### config.mk
export PLATFORM = sky130hd
export DESIGN_NAME = bcd_chain_counter_flat
export DESIGN_NICKNAME = d
export VERILOG_FILES = /design/src/rtl/bcd_chain_counter_if.sv /design/src/rtl/bcd_chain_counter.sv /design/src/flat_wrapper.sv
export SDC_FILE = /design/constraint.sdc
export NUM_CORES = 1
export LEC_CHECK = 0
export BUFFER_PORTS_ARGS = -buffer_cell sky130_fd_sc_hd__clkbuf_2
export CELL_PAD_IN_SITES_DETAIL_PLACEMENT = 1
export CELL_PAD_IN_SITES_GLOBAL_PLACEMENT = 2
export CORE_MARGIN = 2
export CORE_UTILIZATION = 30
export DETAILED_ROUTE_END_ITERATION = 16
export PLACE_DENSITY_LB_ADDON = 0.1
export SLEW_MARGIN = 30
export SYNTH_ARGS = -nofsm -noshare
export SYNTH_HDL_FRONTEND = slang
export SYNTH_SLANG_ARGS = --single-unit
### constraint.sdc
create_clock -name clk -period 2.75 [get_ports clk]
set_clock_uncertainty 0.05 [all_clocks]
set_input_delay 0.275 -clock clk [delete_from_list [all_inputs] [get_ports clk]]
set_output_delay 0.275 -clock clk [all_outputs]
set_load 0.01 [all_outputs]
### src/rtl/bcd_chain_counter_if.sv
// Control/data bundle for the BCD digit chain: count controls, load/limit
// vectors and the digit outputs with their status flags.
interface bcd_chain_counter_if #(
    parameter int unsigned DIGITS = 4
);
    logic                  en;
    logic                  dir;
    logic                  clear;
    logic                  load;
    logic [4*DIGITS-1:0]   load_val;
    logic [4*DIGITS-1:0]   limit;
    logic [4*DIGITS-1:0]   q;
    logic                  wrap;
    logic                  zero;

    modport master (
        output en, dir, clear, load, load_val, limit,
        input  q, wrap, zero
    );

    modport slave (
        input  en, dir, clear, load, load_val, limit,
        output q, wrap, zero
    );
endinterface

### src/rtl/bcd_chain_counter.sv
// Cascade of BCD digit counters with per-digit limits, up/down counting,
// synchronous clear and parallel load. Carry/borrow ripples through all
// digits within a single cycle.
module bcd_chain_counter #(
    parameter int unsigned DIGITS = 4
) (
    input  logic                  clk,
    input  logic                  rst_h,
    bcd_chain_counter_if.slave    bus
);

    logic [4*DIGITS-1:0] q_q;
    logic [4*DIGITS-1:0] q_d;
    logic [DIGITS:0]     step;
    logic [DIGITS-1:0]   term;

    // Digit register; asynchronous reset clears the whole chain.
    always_ff @(posedge clk or posedge rst_h) begin
        if (rst_h) begin
            q_q <= '0;
        end else begin
            q_q <= q_d;
        end
    end

    // Step-enable ripple and next-digit values; clear/load override stepping.
    always_comb begin
        logic [3:0] dig;
        logic [3:0] lim;
        q_d     = q_q;
        step    = '0;
        term    = '0;
        dig     = '0;
        lim     = '0;
        step[0] = bus.en;
        for (int unsigned i = 0; i < DIGITS; i++) begin
            dig       = q_q[4*i +: 4];
            lim       = bus.limit[4*i +: 4];
            term[i]   = bus.dir ? (dig == 4'd0) : (dig >= lim);
            step[i+1] = step[i] & term[i];
            if (step[i]) begin
                if (bus.dir) begin
                    q_d[4*i +: 4] = term[i] ? lim : (dig - 4'd1);
                end else begin
                    q_d[4*i +: 4] = term[i] ? 4'd0 : (dig + 4'd1);
                end
            end
        end
        if (bus.clear) begin
            q_d = '0;
        end else if (bus.load) begin
            q_d = bus.load_val;
        end
    end

    // step[DIGITS] is step[DIGITS-1] & term[DIGITS-1]: the whole chain turns over.
    assign bus.wrap = bus.en & ~bus.clear & ~bus.load & step[DIGITS];
    assign bus.zero = (q_q == '0);
    assign bus.q    = q_q;

endmodule

### src/flat_wrapper.sv
// flat-port wrapper written by rule: the top's interface ports become plain ports
module bcd_chain_counter_flat 
#(
    parameter int unsigned DIGITS = 4
)
  (clk, rst_h, bus_en, bus_dir, bus_clear, bus_load, bus_load_val, bus_limit, bus_q, bus_wrap, bus_zero);
  bcd_chain_counter_if #(.DIGITS(DIGITS)) bus_i ();
  input  logic clk;
  input  logic rst_h;
  input wire logic [$bits(bus_i.en)-1:0] bus_en;
  input wire logic [$bits(bus_i.dir)-1:0] bus_dir;
  input wire logic [$bits(bus_i.clear)-1:0] bus_clear;
  input wire logic [$bits(bus_i.load)-1:0] bus_load;
  input wire logic [$bits(bus_i.load_val)-1:0] bus_load_val;
  input wire logic [$bits(bus_i.limit)-1:0] bus_limit;
  output wire logic [$bits(bus_i.q)-1:0] bus_q;
  output wire logic [$bits(bus_i.wrap)-1:0] bus_wrap;
  output wire logic [$bits(bus_i.zero)-1:0] bus_zero;
  assign bus_i.en = bus_en;
  assign bus_i.dir = bus_dir;
  assign bus_i.clear = bus_clear;
  assign bus_i.load = bus_load;
  assign bus_i.load_val = bus_load_val;
  assign bus_i.limit = bus_limit;
  assign bus_q = bus_i.q;
  assign bus_wrap = bus_i.wrap;
  assign bus_zero = bus_i.zero;
  bcd_chain_counter #(.DIGITS(DIGITS)) u_core (.clk(clk), .rst_h(rst_h), .bus(bus_i));
endmodule
Yosys cells after proc, flatten, opt, wreduce, memory -nomap -nowiden
Index checks and enable logic that the tools add are counted.

storage, ports and cells
  register bits = 16
  bits of input ports = 38
  output and inout bits = 18
  logic and storage cells = 56

cells by class
  bitwise gates (word level) = 9
  mux-type cells = 22
  magnitude comparators = 4
  $add $sub $neg = 8
  reductions and logical operators = 9

operators by type and width
  kind                   number
  $mux W4                16
  $mux W16               2
  $add A4 B1 Y4 const B  4
  $ge A4 B4 Y1           4
  $logic_not A16 Y1      1
  $logic_not A4 Y1       4
  $sub A4 B1 Y4 const B  4
  $reduce_bool A3 Y1     4
  $and A1 B1 Y1          7
  $mux W1                4
  $not A1 Y1             2

Longest topological paths before layout
  word-level depth = 8
  depth in mapped cells = 8
  gate-level depth less buffers = 7

Least setup slack after synthesis
No wires, ideal clock.

  kind = register to output
  from = register u_core.q_q[0] (netlist: u_core.bus.q[0])
  to = output port bus_wrap
  buffers on the path = 0
  cell stages (with the launch flop) = 7
  setup slack = 437 ps
  arrival time = 1,988 ps
  cell sequence = dfrtp_1 -> inv_1 -> ha_1 -> or3b_4 -> a21boi_4 -> nand4_4 -> nor4_1

between the ends
  word-level cells in the longest chain between the ends = 7
  elaborated cells on any way between the ends = 8
  classes of those cells = order compare (1); mux (1); bitwise (5); reduce/logical (1)

ends and longest elaborated chain
  item                                                     line                     source
  from (decl)                                              bcd_chain_counter.sv:12  logic [4*DIGITS-1:0] q_q;
  from (signal assigned)                                   bcd_chain_counter.sv:22  q_q <= q_d;
  $ge A4 B4 Y1 / $logic_not A4 Y1 (equally long branches)  bcd_chain_counter.sv:39  term[i] = bus.dir ? (dig == 4'd0) : (dig >= lim);
  $mux W1 (*)                                              bcd_chain_counter.sv:39
  $and A1 B1 Y1 (*) (4 in series)                          bcd_chain_counter.sv:40  step[i+1] = step[i] & term[i];
  $and A1 B1 Y1 (*)                                        bcd_chain_counter.sv:57  assign bus.wrap = bus.en & ~bus.clear & ~bus.load & step[DIGITS];
  to (decl)                                                flat_wrapper.sv:17       output wire logic [$bits(bus_i.wrap)-1:0] bus_wrap;

Mark *: on every way between the ends. The rest lies on a longest branch, timed or not.

Final worst setup path
Same ends and word-level chain as after synthesis.

==> flow_metrics.env <==
export IMPL_swShare=0.400
export IMPL_ys_seq_elements=16
export IMPL_cts_buffers=3
export IMPL_slew_headroom=0.529
export IMPL_p_leak_nw=1.20
export IMPL_antenna_found_initial=0
export IMPL_cts_root_buf="clkbuf_8"
export IMPL_design_area_um2=2490
export IMPL_worstSetupStartpoint="u_core.bus.q[0]"
export IMPL_p_int_mw=0.582
export IMPL_num_rows=29
export IMPL_layout_commonest_cell="clkbuf_2"
export IMPL_grt_pass1_wl_mm=11.0
export IMPL_coreArea_um2=6350
export IMPL_die_y_um=85.1
export IMPL_critPathLaunchType="flip-flop"
export IMPL_hp_class="input port to async pin"
export IMPL_layout_common_cells="clkbuf_2, inv_1, nand2_1"
export IMPL_gr_usage_all_layers=0.187
export IMPL_hold_ws_ns=0.0475
export IMPL_viasPerCell=5.32
export IMPL_drv_slew=0
export IMPL_numClockSinks=16
export IMPL_synthSimpleGateAreaFrac=0.190
export IMPL_arrival_ns=2.27
export IMPL_slowest_stage="dfrtp_2"
export IMPL_ff2ff_path_depth=8
export IMPL_total_power_mw=0.969
export IMPL_insertion_delay_ns=0.26
export IMPL_critical_path_endpoint_type="output port"
export IMPL_crit_path_end="bus_wrap"
export IMPL_worstPathMaxFanout=7
export IMPL_avgSynthCellArea_um2=7.95
export IMPL_synth_area_um2=1970
export IMPL_cts_tree="built"
export IMPL_required_ns=2.42
export IMPL_power_share_clock=0.227
export IMPL_synth_xor_area_frac=0.0400
export IMPL_grt_max_degree=17
export IMPL_grt_pass1_vias=2159
export IMPL_die_width_um=85.1
export IMPL_max_freq_mhz=386
export IMPL_cap_violations=0
export IMPL_dp_hpwl_mm=5.22
export IMPL_yosysSeqAreaShare=0.203
export IMPL_setup_viol=0
export IMPL_synth_edff_count=0
export IMPL_async_flop_share=1.00
export IMPL_fin_ws_ns=0.159
export IMPL_ys_flop_type="dfrtp_1"
export IMPL_grt_overflow_total=0
export IMPL_p_switching_mw=0.388
export IMPL_synthAdderAreaFrac=0.152
export IMPL_outcome="finished, final reports clean"
export IMPL_reg2reg_from="u_core.bus.q[0]"
export IMPL_hold_violations=0
export IMPL_worst_pin_slew_ns=0.699
export IMPL_place_area_um2=2390
export IMPL_comb_power_share=0.467
export IMPL_drive_gt1_frac=0.275
export IMPL_start_util=0.311
export IMPL_n_antenna_cell=0
export IMPL_num_vias=2074
export IMPL_syn_nets=310
export IMPL_fin_setup_tns_ns=0
export IMPL_largest_reg_flops=16
export IMPL_ios=56
export IMPL_synth_top_family_by_area="compound AO/OA/AOI/OAI gates"
export IMPL_synth_compound_area_frac=0.296
export IMPL_syn_inst=248
export IMPL_pwr_density_cell_nw_per_um2=390
export IMPL_firstDrtPassIters=4
export IMPL_rsz0062_at_grt="no"
export IMPL_min_period_ns=2.59
export IMPL_area_delta_synth_final_pct=26.1
export IMPL_die_area_um2=7240
export IMPL_r2r_end="u_core.bus.q[12]"
export IMPL_dp_slack_ns=0.286
export IMPL_worst_r2r_setup_slack_ns=0.24
export IMPL_cpPeakStageDelay_ns=0.45
export IMPL_drt_iter0_markers=54
export IMPL_yosysWarnings=0
export IMPL_fin_crit_sh=0.942
export IMPL_critical_path_cell_chain="inv_1 -> ha_1 -> or3b_4 -> a21boi_4 -> nand4_4 -> nor4_4 -> clkbuf_2"
export IMPL_drc=0
export IMPL_criticalPathCategory="flip-flop to output port"
export IMPL_wl_per_cell_um=17.0
export IMPL_finalWirelength_mm=6.64
export IMPL_antenna_left=0
export IMPL_muxShareOfSynthArea=0.0412
export IMPL_nNetsFinal=376
export IMPL_place_congestion=0.768
export IMPL_ctsLongestPathBuffers=2
export IMPL_synth_cell_types=52
export IMPL_h_tree_depth=1
export IMPL_pwr_share_seq=0.305
export IMPL_ir_drop_uv=176
export IMPL_port_buffers=55
export IMPL_cts_hold_buf=0
export IMPL_cts_clk_slew_worst_paths_ns=0.07
-- what timing repair did --
action                     in CTS  in global routing
setup endpoints to repair       1                  1
gates resized for setup         1                  3
pin swaps                       0                  2
setup buffers                   0                  3
gates cloned                    0                  0
-- critical path: cells and delay by family, from the launching register on --
kind                     cells  cell delay, ns
AND/OR/NAND/NOR              3            0.88
adder cells (fa/ha/maj)      1            0.20
buffers and inverters        2            0.25
AO/OA/AOI/OAI                1            0.21
flip-flops                   1            0.45
-- worst min path at each step --
stage,startpoint,endpoint,slack [ns],depth (start not counted)
after global routing,rst_h,u_core.bus.q[1],0.10,2
after CTS,rst_h,u_core.bus.q[11],0.07,2
final,rst_h,u_core.bus.q[1],0.05,2
after floorplan,rst_h,u_core.bus.q[0],0.14,1
after detailed placement,rst_h,u_core.bus.q[11],0.35,2
after global placement,rst_h,u_core.bus.q[1],0.36,2
-- stage by stage --
| step | std cells | utilization |
|---|---|---|
| 2_1_floorplan | 248 | - |
| 3_3_place_gp | 383 | 0.377 |
| 3_5_place_dp | 383 | 0.377 |
| 4_1_cts | 387 | 0.386 |
| 5_1_grt | 390 | 0.392 |
| 6_report | 390 | 0.392 |
-- cell usage after synthesis, types with 6 or more instances --
cell type  number  area share
a21oi_1        18       0.046
clkbuf_1        6       0.011
dfrtp_1        16        0.20
ha_1           24        0.15
inv_1          27       0.051
mux2i_1         7       0.036
nand2_1        25       0.048
nand3_1         7       0.018
nor2_1         10       0.019
nor3_1          6       0.015
nor3b_1         6       0.023
o21ai_0        15       0.038
xnor2_1         7       0.031
-- per-layer routing --
metal | GRT usage | vias to the layer above | routed length, um
met5 | 0 | - | 0
met1 | 0.258 | 978 | 3280
met2 | 0.313 | 41 | 3080
met4 | 0.0274 | 0 | 50
li1 | - | 1051 | -
met3 | 0.0311 | 4 | 218
-- power by group through the flow --
stage / sequential (mW) / combinational (mW) / clock [mW]
after global placement: 0.301 / 0.444 / 0
after floorplan: 0.300 / 0.287 / 0
after CTS: 0.296 / 0.451 / 0.228
after detailed placement: 0.300 / 0.446 / 0
after global routing: 0.301 / 0.507 / 0.241
final: 0.296 / 0.453 / 0.220
-- area by class of cell --
type / count / area (um2)
fillers: 819 / 3860
multi-input cells: 194 / 1430
flip-flops and latches: 16 / 403
repair buffers: 71 / 395
inverters: 28 / 105
well taps: 77 / 96.3
clock buffers: 4 / 55.1
-- cell families (layout without fill, tap and decap cells) --
logic type,Yosys count,count (layout)
multiplexers,8,8
AO/OA/AOI/OAI,83,83
adder cells (fa/ha/maj),24,24
XOR/XNOR,9,9
AND/OR/NAND/NOR,70,70
flip-flops,16,16
buffers and inverters,38,103
(Power assumes the default switching activity.)
